`src/rtl/hex_display_scanner.sv`:
```
// Time-multiplexed driver for an N-digit common-anode 7-segment display.
// Shadows a packed hex word, decodes 0-F and scans one digit per refresh slot.
module hex_display_scanner #(
  parameter int unsigned NUM_DIGITS  = 4,
  parameter int unsigned IDX_W       = 2,
  parameter int unsigned REFRESH_DIV = 100000,
  parameter int unsigned CNT_W       = 17
) (
  input  logic                    clk,
  input  logic                    reset,
  input  logic [4*NUM_DIGITS-1:0] value,
  input  logic                    load,
  input  logic [NUM_DIGITS-1:0]   digit_en,
  input  logic [NUM_DIGITS-1:0]   dp,
  input  logic                    lz_suppress,
  output logic [NUM_DIGITS-1:0]   anode,
  output logic [6:0]              display,
  output logic                    dp_n,
  output logic                    scan_tick
);

  localparam logic [CNT_W-1:0] CntLast = CNT_W'(REFRESH_DIV - 1);
  localparam logic [IDX_W-1:0] IdxLast = IDX_W'(NUM_DIGITS - 1);

  logic [CNT_W-1:0]        cnt_q, cnt_d;
  logic [IDX_W-1:0]        idx_q, idx_d;
  logic [4*NUM_DIGITS-1:0] value_q, value_d;
  logic [NUM_DIGITS-1:0]   en_q, en_d;
  logic [NUM_DIGITS-1:0]   dp_q, dp_d;
  logic [NUM_DIGITS-1:0]   anode_q, anode_d;
  logic [6:0]              display_q, display_d;
  logic                    dp_n_q, dp_n_d;
  logic                    tick_q, tick_d;

  logic [NUM_DIGITS-1:0]   lead_zero;
  logic [3:0]              cur_nib;
  logic                    cur_en;
  logic                    cur_dp;
  logic                    cur_lead;
  logic                    cur_blank;

  function automatic logic [6:0] seg_decode(input logic [3:0] nib);
    logic [6:0] seg;
    unique case (nib)
      4'h0:    seg = 7'b1000000;
      4'h1:    seg = 7'b1111001;
      4'h2:    seg = 7'b0100100;
      4'h3:    seg = 7'b0110000;
      4'h4:    seg = 7'b0011001;
      4'h5:    seg = 7'b0010010;
      4'h6:    seg = 7'b0000010;
      4'h7:    seg = 7'b1111000;
      4'h8:    seg = 7'b0000000;
      4'h9:    seg = 7'b0010000;
      4'hA:    seg = 7'b0001000;
      4'hB:    seg = 7'b0000011;
      4'hC:    seg = 7'b1000110;
      4'hD:    seg = 7'b0100001;
      4'hE:    seg = 7'b0000110;
      default: seg = 7'b0001110;
    endcase
    return seg;
  endfunction

  // lead_zero[i]: every shadow nibble from the top digit down to i is zero.
  always_comb begin
    logic zero_run;
    zero_run  = 1'b1;
    lead_zero = '0;
    for (int i = NUM_DIGITS - 1; i >= 0; i--) begin
      zero_run     = zero_run & (value_q[4*i +: 4] == 4'h0);
      lead_zero[i] = zero_run;
    end
  end

  always_comb begin
    cur_nib  = 4'h0;
    cur_en   = 1'b0;
    cur_dp   = 1'b0;
    cur_lead = 1'b0;
    for (int i = 0; i < NUM_DIGITS; i++) begin
      if (idx_q == IDX_W'(i)) begin
        cur_nib  = value_q[4*i +: 4];
        cur_en   = en_q[i];
        cur_dp   = dp_q[i];
        cur_lead = lead_zero[i];
      end
    end
    // Digit 0 always shows, even when the whole word is zero.
    cur_blank = ~cur_en | (lz_suppress & (idx_q != '0) & cur_lead);
  end

  always_comb begin
    value_d = load ? value    : value_q;
    en_d    = load ? digit_en : en_q;
    dp_d    = load ? dp       : dp_q;

    cnt_d  = cnt_q + 1'b1;
    idx_d  = idx_q;
    tick_d = 1'b0;
    if (cnt_q == CntLast) begin
      cnt_d  = '0;
      tick_d = 1'b1;
      idx_d  = (idx_q == IdxLast) ? '0 : idx_q + 1'b1;
    end

    anode_d   = '1;
    display_d = 7'b1111111;
    dp_n_d    = 1'b1;
    if (tick_d) begin
      // Anti-ghost slot: anodes off while the cathodes keep their old pattern.
      display_d = display_q;
      dp_n_d    = dp_n_q;
    end else if (!cur_blank) begin
      for (int i = 0; i < NUM_DIGITS; i++) begin
        anode_d[i] = (idx_q != IDX_W'(i));
      end
      display_d = seg_decode(cur_nib);
      dp_n_d    = ~cur_dp;
    end
  end

  always_ff @(posedge clk) begin
    if (reset) begin
      cnt_q     <= '0;
      idx_q     <= '0;
      value_q   <= '0;
      en_q      <= '0;
      dp_q      <= '0;
      anode_q   <= '1;
      display_q <= 7'b1111111;
      dp_n_q    <= 1'b1;
      tick_q    <= 1'b0;
    end else begin
      cnt_q     <= cnt_d;
      idx_q     <= idx_d;
      value_q   <= value_d;
      en_q      <= en_d;
      dp_q      <= dp_d;
      anode_q   <= anode_d;
      display_q <= display_d;
      dp_n_q    <= dp_n_d;
      tick_q    <= tick_d;
    end
  end

  assign anode     = anode_q;
  assign display   = display_q;
  assign dp_n      = dp_n_q;
  assign scan_tick = tick_q;

endmodule

```
`config.mk`:
```
export PLATFORM = sky130hd
export DESIGN_NAME = hex_display_scanner
export DESIGN_NICKNAME = d
export VERILOG_FILES = /design/src/rtl/hex_display_scanner.sv
export SDC_FILE = /design/constraint.sdc
export NUM_CORES = 1
export LEC_CHECK = 0
export CORE_ASPECT_RATIO = 0.6
export CORE_MARGIN = 2
export CORE_UTILIZATION = 45
export DETAILED_ROUTE_END_ITERATION = 10
export GPL_ROUTABILITY_DRIVEN = 0
export PLACE_DENSITY = 0.72
export SLEW_MARGIN = 20
export SYNTH_ARGS = -nofsm -noshare
export SYNTH_HDL_FRONTEND = slang
export SYNTH_SLANG_ARGS = --single-unit
```
`constraint.sdc`:
```
create_clock -name clk -period 2.6 [get_ports clk]
set_input_delay 0.39 -clock clk [delete_from_list [all_inputs] [get_ports clk]]
set_output_delay 0.39 -clock clk [all_outputs]
set_load 0.05 [all_outputs]
```
Word level (Yosys, flattened, before mapping)

Memories as Yosys holds them, arrays and structs flattened.
Cells that the tools add are included.

Register bits after elaboration: 56
ROM bits: 112
Output and inout bits: 13
Memories: 1

Memories:

| memory          | depth | width | rd ports | clocked after Yosys merged registers in | write ports | RTL line | text |
|---|---|---|---|---|---|---|---|
| (no name shown) | 16    | 7     | 1        | 0                                       | 0           | 44       | `unique case (nib)` |

Add/sub/neg operators: 2
Equal/unequal tests: 7
Multiplexer cells: 20
Bitwise logic cells: 8
Reduce and logical (&&, ||, !) cells: 8

Operators with widths:

| operator                | count |
|---|---|
| $add A17 B1 Y17 const B | 1 |
| $eq A17 B17 Y1 const B  | 1 |
| $logic_not A4 Y1        | 4 |
| $mux W4                 | 4 |
| $mux W1                 | 14 |
| $mux W7                 | 1 |
| $and A1 B1 Y1           | 5 |
| $eq A2 B2 Y1 const B    | 2 |
| $ne A2 B2 Y1 const B    | 2 |
| $reduce_or A3 Y1        | 1 |
| $add A2 B1 Y2 const B   | 1 |
| $eq A2 B1 Y1 const B    | 1 |
| $logic_not A2 Y1        | 1 |
| $mux W2                 | 1 |
| $ne A2 B1 Y1 const B    | 1 |
| $not A1 Y1              | 2 |
| $reduce_bool A2 Y1      | 1 |
| $reduce_or A2 Y1        | 1 |
| $or A1 B1 Y1            | 1 |

Logic depth before layout (Yosys ltp)

Gate-level depths: netlist (run 1).

Depth after elaboration: 11
Mapped depth: 11
Mapped depth without buffers: 10

Worst setup path after synthesis (run 1)

No wires, ideal clock.

Path kind: flip-flop to flip-flop
From: reg idx_q[0]
To: reg display_q[1], in the netlist display[1]
Library setup time: 70 ps
Data arrival time: 2400 ps
Data required time: 2530 ps
Path slack: 130 ps
Stages on the path, launching flop included: 11
Buffers on the path: 2
Clock period less this slack: 2470 ps
Path through: dfxtp_1 ha_1 clkbuf_1 buf_2 nor3b_1 a221oi_1 inv_1 ha_1 a21oi_1 a31o_2 a21oi_1

Longest elaborated chain between the ends: 8
Elaborated cells on any way between the ends: 23
Classes of those cells: eq/ne: 3; mux: 13; bitwise: 4; reduce/logical: 2; memory: 1

Ends and longest elaborated chain:

| element                                                | RTL line | text |
|---|---|---|
| start, declared                                        | 26       | `logic [IDX_W-1:0] idx_q, idx_d;` |
| start signal, assigned                                 | 136      | `idx_q <= idx_d;` |
| branches (longest 7 deep; another with $mem_v2 Z16 W7) | n/a      |  |
| $mux W7 *                                              | 114      | `end else if (!cur_blank) begin` |
| end signal, assigned                                   | 141      | `display_q <= display_d;` |
| end, declared                                          | 31       | `logic [6:0] display_q, display_d;` |

Every way passes the cells marked *.
A chain may end at the register's enable or synchronous reset.

Final worst setup path (run 1)

From: reg idx_q[1]
To: reg display_q[1], in the netlist display[1]

Same word-level chain as after synthesis.

==> results.ini, run 1 <==
[run_status]
outcome=finished clean

[logic_synthesis]
synth_top_cell_by_area=dfxtp_1
ys_async_sr_fraction_pct=0
ys_seq_area_share_pct=43.7
synth.avg_cell_area_um2=8.90
synth_area_leaders=dfxtp_1 (44%), mux2i_1 (9.4%), nor2_1 (7.6%), ha_1 (5.4%), nand2_1 (3.1%)
synth_top_area_share_pct=43.7
synth-edff-count=0
synth_warnings=0
synth.cell_area_mm2=0.00256
synthFlopType=dfxtp_1
netlist_instances=288
syn_nets=327
ys_ff_latch=56
yosysUniqueCellTypes=41

[sta]
slew_headroom_pct=65.4
skew_ns=0.00350
max_clock_freq_ghz=0.436
worst_pin_slew_ns=0.515
fin_tns_setup_ns=0
fin_crit_sh_pct=88.3
rsz0062_at_grt=no
hold_viol_final=0
min_period_ns=2.29
fin_ws_ns=0.305
slew_viol_final=0
finalSetupViolations=0

[clock_tree]
cts_setup_buffers=0
cts-buffers-inserted=5
cts_tree=built
clk_latency_ns=0.29
cts_resized=0
holdBufCountCts=0
clk_path_buf_depth=2
clkTransAtPathRegs_ns=0.09
htreeDepth=2
cts-root-buf=clkbuf_8
cts_sinks=56

[finish]
utilization_pct=56.8
nets=367
fillers=523
area_growth_pct=23.0
drive_gt1_share_pct=6.10
num_antenna_cells=0
final_common_cell=dfxtp_1
finalNonFillerCells=408
final_cell_mix=dfxtp_1 (56), nor2_1 (52), clkdlybuf4s50_1 (40)

[place]
hpwl_um=4120
pre_cts_slack_ns=0.335
portBuffers=40
dp.cells=401

[drt]
drt_iter0_drc=133
drc_errors=0
drt_wl_total_um=5390
wl_per_cell_um=13.2
vias_per_cell=5.12
firstDrtPassIters=4
vias=2089
ant_nets=0

[global_routing]
grt_antenna_before_repair=0
grt_max_degree=26
grt-ovfl-total=0
grt_pass1_vias=1875
grt_pass1_wl_um=9140
grt_use_total_pct=18.0

[run]
maxCapViolations=0

[floorplanning]
fp.dieW_um=101
rows=21
start_util_pct=46.2
die_h_um=62.5
dieArea_mm2=0.00633
core_mm2=0.00554
io_pins=41

[power_and_ir_drop]
peakVddDrop_mv=0.298
powerDensity_mw_per_mm2=507
power.leakage_nw=1.23

[worst_setup_path]
cp.required_ns=2.84
path_class=reg2reg
crit_fanout=14
startpoint_type=flip-flop
critPathArrivalTime_ns=2.53
worstSetupEndpointType=flip-flop

[worst_hold_path]
holdCritPathClass=reg2reg

==> worst paths after layout <==
check	start	end	slack, ns	cells after the start
max	idx_q[1]	display[1]	0.31	9
min	cnt_q[0]	cnt_q[0]	0.49	1
max reg2reg	idx_q[1]	display[1]	0.31	9
min reg2reg	cnt_q[0]	cnt_q[0]	0.49	1
==> logic make-up after synthesis <==
| kind of cell | share of synthesized area [%] |
|---|---|
| simple gates | 21.6 |
| flops | 43.8 |
| compound gates | 10.8 |
| buf+inv | 4.69 |
| mux | 9.37 |
| xor+xnor | 4.44 |
| fa+ha+maj | 5.37 |
==> flip-flops by register name (all words and copies together) (netlist names) <==
name	flops
dp_q	4
value_q	16
scan_tick	1
anode	4
idx_q	2
display	7
cnt_q	17
dp_n	1
en_q	4
==> stage by stage <==
stage / power [mW] / hold WS (ns) / area (um2)
3_3_place_gp: 1.12 / 0.449 / 3060
6_report: 1.60 / 0.494 / 3150
4_1_cts: 1.61 / 0.489 / 3150
5_1_grt: 1.68 / 0.528 / 3150
2_1_floorplan: 1.04 / 0.430 / 2560
3_5_place_dp: 1.12 / 0.469 / 3060
==> cell type report <==
class	count	area, um2	area share, %
multi-input combinational	203	1320	41.9
tap	80	100	3.18
inverter	14	52.6	1.67
sequential	56	1120	35.6
timing repair buffer	48	460	14.6
clock buffer	7	96.3	3.06
==> Yosys cell counts (3+ instances only) <==
master / n
nand3b_1: 5
mux2i_1: 24
or3_1: 3
xnor2_1: 6
nor4_1: 3
nand2_1: 21
clkbuf_1: 11
dfxtp_1: 56
a31oi_1: 5
a211oi_1: 6
nand3_1: 8
xor2_1: 7
buf_2: 3
nor2_1: 52
o21ai_0: 7
nor3b_1: 4
a21oi_1: 11
nand4_1: 4
ha_1: 11
inv_1: 14
==> routing by layer <==
layer	share of wire (%)	vias up	track usage (%)
met5	0	-	0
met4	0.63	0	3.04
met3	6.9	6	5.03
met2	39	62	24.6
met1	54	949	28.2
li1	-	1072	-
==> report_power, final <==
part           leakage [nW]  internal [mW]  switching [mW]
clock                0.0503          0.238           0.258
sequential            0.458          0.888          0.0240
combinational         0.718         0.0981          0.0933
==> critical path, cell delays in order (launching register included) <==
cell      delay (ns)
dfxtp_1         0.34
inv_1           0.10
ha_1            0.41
a211oi_1        0.14
a221oi_1        0.37
inv_1           0.16
ha_1            0.30
a21oi_1         0.07
a31o_2          0.23
a21oi_1         0.12
No activity file was read; power rests on OpenSTA's default activity.
==> run 2: changes to the inputs <==
--- a/config.mk
+++ b/config.mk
@@ -5,12 +5,13 @@
 export SDC_FILE = /design/constraint.sdc
 export NUM_CORES = 1
 export LEC_CHECK = 0
+export ABC_AREA = 1
 export CORE_ASPECT_RATIO = 0.6
 export CORE_MARGIN = 2
 export CORE_UTILIZATION = 45
 export DETAILED_ROUTE_END_ITERATION = 10
 export GPL_ROUTABILITY_DRIVEN = 0
-export PLACE_DENSITY = 0.72
+export PLACE_DENSITY = 0.71
 export SLEW_MARGIN = 20
 export SYNTH_ARGS = -nofsm -noshare
 export SYNTH_HDL_FRONTEND = slang
==> results.ini, run 2 <==
[run_status]
outcome=finished clean

[worst_hold_path]
holdCritPathClass=reg2reg

[place]
placed_area_mm2=0.00322  ; +5.3%
portBuffers=40  ; unchanged
hpwl_um=4710  ; +14%
dp.cells=499  ; +24%
pre_cts_slack_ns=0.489  ; +0.155 ns

[drt]
vias_per_cell=5.01  ; -2.1%
drc_errors=0  ; unchanged
drt-met1-wl_um=3390  ; +17%
vias=2542  ; +22%
drt_wl_total_um=6180  ; +15%
ant_nets=0  ; unchanged
wl_met3_um=498  ; +34%
dr_wl_met2_um=2270  ; +8.6%
drt_iter0_drc=138  ; +3.8%
firstDrtPassIters=5  ; +1
highest_layer=met4
wl_per_cell_um=12.2  ; -7.8%

[sta]
skew_ns=0.00835  ; +0.00485 ns
min_period_ns=2.17  ; -0.125 ns
worst_pin_slew_ns=0.750  ; +0.234 ns
finalSetupViolations=0  ; unchanged
fin_ws_ns=0.430  ; +0.125 ns
fin_tns_setup_ns=0  ; unchanged
rsz0062_at_grt=no
fin_crit_sh_pct=83.4  ; -4.8 points
hold_slack_ns=0.470  ; -0.0235 ns
hold_viol_final=0  ; unchanged
slew_viol_final=0  ; unchanged
max_clock_freq_ghz=0.461  ; +5.8%
slew_headroom_pct=50.0  ; -15 points

[worst_setup_path]
critPathArrivalTime_ns=2.37  ; -0.16 ns
startpoint_type=flip-flop
critPathMaxStageDelay_ns=0.37  ; -0.04 ns
slowest_stage=dfxtp_1
crit_path_frequent_cell=nand2_1
path_class=reg2reg
worstSetupEndpointType=flip-flop
crit_family=adder cells
crit_chain=inv_1 > ha_1 > a21oi_1 > nand2_1 > a21boi_1 > buf_4 > inv_1 > ha_1 > nand2_1 > nand2_1 > nand2_1 > nand3_1 > nand2_1 > inv_1
path_buf_inv=4  ; +2
cp.required_ns=2.80  ; -0.04 ns
crit_fanout=12  ; -2

[finish]
num_antenna_cells=0  ; unchanged
drive_gt1_share_pct=7.73  ; +1.6 points
final_cell_mix=nor2_1 (74), nand2_1 (66), dfxtp_1 (56)
fin_area_mm2=0.00333  ; +5.5%
nets=465  ; +27%
final_common_cell=nor2_1
top_register=cnt_q
area_growth_pct=21.3
utilization_pct=58.1  ; +1.2 points
fillers=570  ; +9.0%
finalNonFillerCells=507  ; +24%
largest_reg_flops=17  ; unchanged

[floorplanning]
core_mm2=0.00573  ; +3.3%
die_h_um=64.5  ; +3.2%
dieArea_mm2=0.00675  ; +6.6%
rows=21  ; unchanged
io_pins=41  ; unchanged
start_util_pct=47.9  ; +1.6 points
fp.dieW_um=105  ; +3.3%

[run]
maxCapViolations=0  ; unchanged

[logic_synthesis]
ys_ff_latch=56  ; unchanged
ys_seq_area_share_pct=40.9  ; -2.9 points
ys_async_sr_fraction_pct=0  ; unchanged
synthTopCellsByCount=nor2_1 (74), nand2_1 (66), dfxtp_1 (56), inv_1 (35), o21ai_0 (29)
synth.avg_cell_area_um2=7.08  ; -20%
netlist_instances=387  ; +34%
synth-edff-count=0  ; unchanged
synth.cell_area_mm2=0.00274  ; +7.0%
yosysMostFrequentCell=nor2_1
syn_nets=426  ; +30%
synth_top_cell_by_area=dfxtp_1
synth_area_leaders=dfxtp_1 (41%), nor2_1 (10%), nand2_1 (9.0%), o21ai_0 (5.3%), a21oi_1 (5.1%)
synthFlopType=dfxtp_1
synth_warnings=0  ; unchanged
synth_top_area_share_pct=40.9  ; -2.9 points
yosysUniqueCellTypes=35  ; -15%

[clock_tree]
cts_resized=0  ; unchanged
holdBufCountCts=0  ; unchanged
cts_sinks=56  ; unchanged
clk_latency_ns=0.30  ; about the same
cts_tree=built
clkTransAtPathRegs_ns=0.09  ; about the same
cts_setup_buffers=0  ; unchanged
clk_path_buf_depth=2  ; unchanged
htreeDepth=2  ; unchanged
cts-root-buf=clkbuf_8
cts-buffers-inserted=5  ; unchanged

[power_and_ir_drop]
powerDensity_mw_per_mm2=505  ; -0.51%
peakVddDrop_mv=0.267  ; -10%
power.leakage_nw=1.37  ; +12%
power.total_mw=1.68  ; +5.0%

[global_routing]
grt-ovfl-total=0  ; unchanged
grt_max_degree=29  ; +12%
grt_pass1_wl_um=10700  ; +18%
grt_antenna_before_repair=0  ; unchanged
grt_use_total_pct=19.6  ; +1.7 points
grt_pass1_vias=2301  ; +23%

-- run 2: cell count changes after synthesis, sizes merged, moves of 4 or more --
cell / before / now
xnor2: 6 / 0
mux2i: 24 / 0
nand3: 8 / 29
inv: 14 / 38
a211oi: 6 / 0
clkbuf: 11 / 7
a31oi: 5 / 0
nand2: 22 / 72
a21oi: 11 / 29
o21ai: 7 / 31
nor2: 52 / 79
-- run 2: logic make-up after synthesis --
kind of cell | share of synthesized area [%]
and+or+nand+nor | 33.0
xor gates and xnor gates | 1.28
DFF | 40.9
AOI/OAI and AO/OA | 12.6
buffers and inverters | 7.30
adders and majority gates | 5.02
-- run 2: worst paths after layout --
| check | end | from | slack [ns] | depth (start not counted) |
|---|---|---|---|---|
| hold reg to reg | cnt_q[0] | cnt_q[0] | 0.47 | 1 |
| hold / removal | cnt_q[0] | cnt_q[0] | 0.47 | 1 |
| setup reg to reg | display[3] | idx_q[0] | 0.43 | 14 |
| setup / recovery | display[3] | idx_q[0] | 0.43 | 14 |
-- run 2: layout make-up --
class	instances	area (um2)	share of cell area [%]
multi-input combinational	280	1420	42.7
clock buffer	6	72.6	2.18
inverter	39	146	4.40
timing repair buffer	44	430	12.9
clock inverter	2	35.0	1.05
sequential	56	1120	33.7
tap	80	100	3.01
-- run 2: report_power, final --
part	leakage (nW)	switching (mW)	internal, mW
Combinational	0.859	0.119	0.0920
Sequential	0.459	0.0214	0.893
Clock	0.0552	0.267	0.286
-- run 2: metal layers --
metal	vias up	global-route usage, %
met5	-	0
met4	0	3.67
met3	2	4.83
met2	86	26.3
met1	1132	31.2
li1	1322	-
==> run 3: changes to the inputs <==
--- a/config.mk
+++ b/config.mk
@@ -11,7 +11,7 @@
 export CORE_UTILIZATION = 45
 export DETAILED_ROUTE_END_ITERATION = 10
 export GPL_ROUTABILITY_DRIVEN = 0
-export PLACE_DENSITY = 0.71
+export PLACE_DENSITY = 0.68
 export SLEW_MARGIN = 20
 export SYNTH_ARGS = -nofsm -noshare
 export SYNTH_HDL_FRONTEND = slang
==> constraint.sdc (replaced) <==
create_clock -name clk -period 2.1 [get_ports clk]
set_input_delay 0.315 -clock clk [delete_from_list [all_inputs] [get_ports clk]]
set_output_delay 0.315 -clock clk [all_outputs]
set_load 0.05 [all_outputs]
==> results.ini, run 3 (synthesis gave the netlist of run 2 again) <==
[worst_setup_path]
rr_worst_depth=13  ; -1
path_class=reg2reg
cp.required_ns=2.30  ; -0.50 ns
crit_path_start=idx_q[1]
worstReg2RegStart=idx_q[1]
r2r-end=display[0]
r2r_slack_ns=0.11  ; -0.32 ns
worstSetupEndpointType=flip-flop
critPathArrivalTime_ns=2.20  ; -0.17 ns
crit_fanout=6  ; -6
startpoint_type=flip-flop

[floorplanning]
rows=21  ; unchanged
fp.dieW_um=105  ; unchanged
core_mm2=0.00573  ; unchanged
dieArea_mm2=0.00675  ; unchanged
io_pins=41  ; unchanged
start_util_pct=47.9  ; unchanged
die_h_um=64.5  ; unchanged

[drt]
drt_iter0_drc=134  ; -2.9%
vias=2571  ; +1.1%
firstDrtPassIters=5  ; unchanged
vias_per_cell=5.01  ; about the same
drc_errors=0  ; unchanged
ant_nets=0  ; unchanged
wl_per_cell_um=12.5  ; +2.3%
drt_wl_total_um=6400  ; +3.5%

[finish]
nets=471  ; +1.3%
fin_area_mm2=0.00339  ; +2.1%
drive_gt1_share_pct=12.5  ; +4.7 points
num_antenna_cells=0  ; unchanged
top_register=cnt_q
area_growth_pct=23.8
final_common_cell=nor2_1
largest_reg_flops=17  ; unchanged
final_cell_mix=nor2_1 (74), nand2_1 (65), dfxtp_1 (54)

[clock_tree]
cts_sinks=56  ; unchanged
cts-buffers-inserted=5  ; unchanged
cts_setup_buffers=0  ; unchanged
cts_tree=built
cts-root-buf=clkbuf_8
holdBufCountCts=0  ; unchanged
htreeDepth=2  ; unchanged
clk_path_buf_depth=2  ; unchanged
clk_latency_ns=0.30  ; about the same
clkTransAtPathRegs_ns=0.10  ; about the same
cts_resized=0  ; unchanged

[place]
placed_area_mm2=0.00326  ; +1.4%
portBuffers=40  ; unchanged
hpwl_um=4910  ; +4.3%
pre_cts_slack_ns=0.0541  ; -0.435 ns

[global_routing]
grt-ovfl-total=0  ; unchanged
grt_antenna_before_repair=0  ; unchanged
grt_use_total_pct=20.0  ; +0.36 points
grt_pass1_vias=2344  ; +1.9%
grt_pass1_wl_um=10900  ; +1.3%
grt_max_degree=31  ; +6.9%

[power_and_ir_drop]
powerDensity_mw_per_mm2=592  ; +17%
power.total_mw=2.01  ; +20%
power.leakage_nw=1.39  ; +1.3%
peakVddDrop_mv=0.307  ; +15%

[worst_hold_path]
min_path_cells=1  ; unchanged
hold_start=cnt_q[0]
min_to=cnt_q[0]
holdCritPathClass=reg2reg

[sta]
worst_pin_slew_ns=0.495  ; -0.254 ns
finalSetupViolations=0  ; unchanged
max_clock_freq_ghz=0.502  ; +8.9%
hold_viol_final=0  ; unchanged
fin_crit_sh_pct=94.9  ; +11 points
fin_ws_ns=0.108  ; -0.323 ns
slew_headroom_pct=66.9  ; +17 points
fin_tns_setup_ns=0  ; unchanged
skew_ns=0.00863  ; +0.000274 ns
min_period_ns=1.99  ; -0.177 ns
slew_viol_final=0  ; unchanged

[run_status]
outcome=finished clean

[run]
maxCapViolations=0  ; unchanged

[run 3: cell types whose count changed in the layout (fill, tap and decap cells not counted), moves of 2 or more]
| cell | before | now |
|---|---|---|
| a21oi_1 | 28 | 23 |
| a21oi_2 | 1 | 6 |
| buf_4 | 4 | 10 |
| dfxtp_1 | 56 | 54 |
| dfxtp_2 | 0 | 2 |
| ha_1 | 11 | 7 |
| ha_2 | 0 | 4 |
| inv_1 | 35 | 33 |
| inv_2 | 3 | 5 |
[run 3: per-layer routing]
layer | up-vias | wire length (um) | global-route usage [%]
li1 | 1328 | - | -
met1 | 1157 | 3510 | 30.9
met2 | 84 | 2400 | 27.2
met3 | 2 | 464 | 5.53
met4 | 0 | 27 | 4.00
met5 | - | 0 | 0
[run 3: per-stage QoR]
stage / util, % / instances / hold slack (ns)
2_1_floorplan: - / 387 / 0.413
5_1_grt: 59.3 / 513 / 0.487
3_5_place_dp: 57.0 / 505 / 0.432
3_3_place_gp: 57.0 / 505 / 0.428
6_report: 59.3 / 513 / 0.443
4_1_cts: 58.6 / 513 / 0.447
[run 3: worst max path at each step]
stage / to / slack [ns] / cells after the start
2_1_floorplan: display[3] / 0.05 / 14
3_3_place_gp: display[0] / 0.07 / 11
3_5_place_dp: display[0] / 0.05 / 11
4_1_cts: display[0] / 0.01 / 11
5_1_grt: display[1] / -0.003 / 14
6_report: display[0] / 0.11 / 13
[run 3: worst max-delay path, cell delays in order, from the launching register on]
cell and delay (ns):
dfxtp_2 0.36, inv_1 0.08, ha_2 0.22, inv_2 0.09, nand3_1 0.07, nand2_1 0.09
a21boi_2 0.06, buf_4 0.16, ha_1 0.24, nand3b_1 0.20, nand3_1 0.10, nand2_1 0.05
nor2_1 0.13, nor2_1 0.05
[run 3: power by group]
group	switching, mW	internal [mW]
Sequential	0.0253	1.11
Combinational	0.152	0.117
Clock	0.342	0.269
[run 3: layout make-up]
class                      count  area, um2
timing repair buffer          50        475
inverter                      39        146
clock inverter                 1       7.51
sequential                    56       1120
multi-input combinational    280       1460
tap                           80        100
clock buffer                   7       86.3
fill                         553       2330
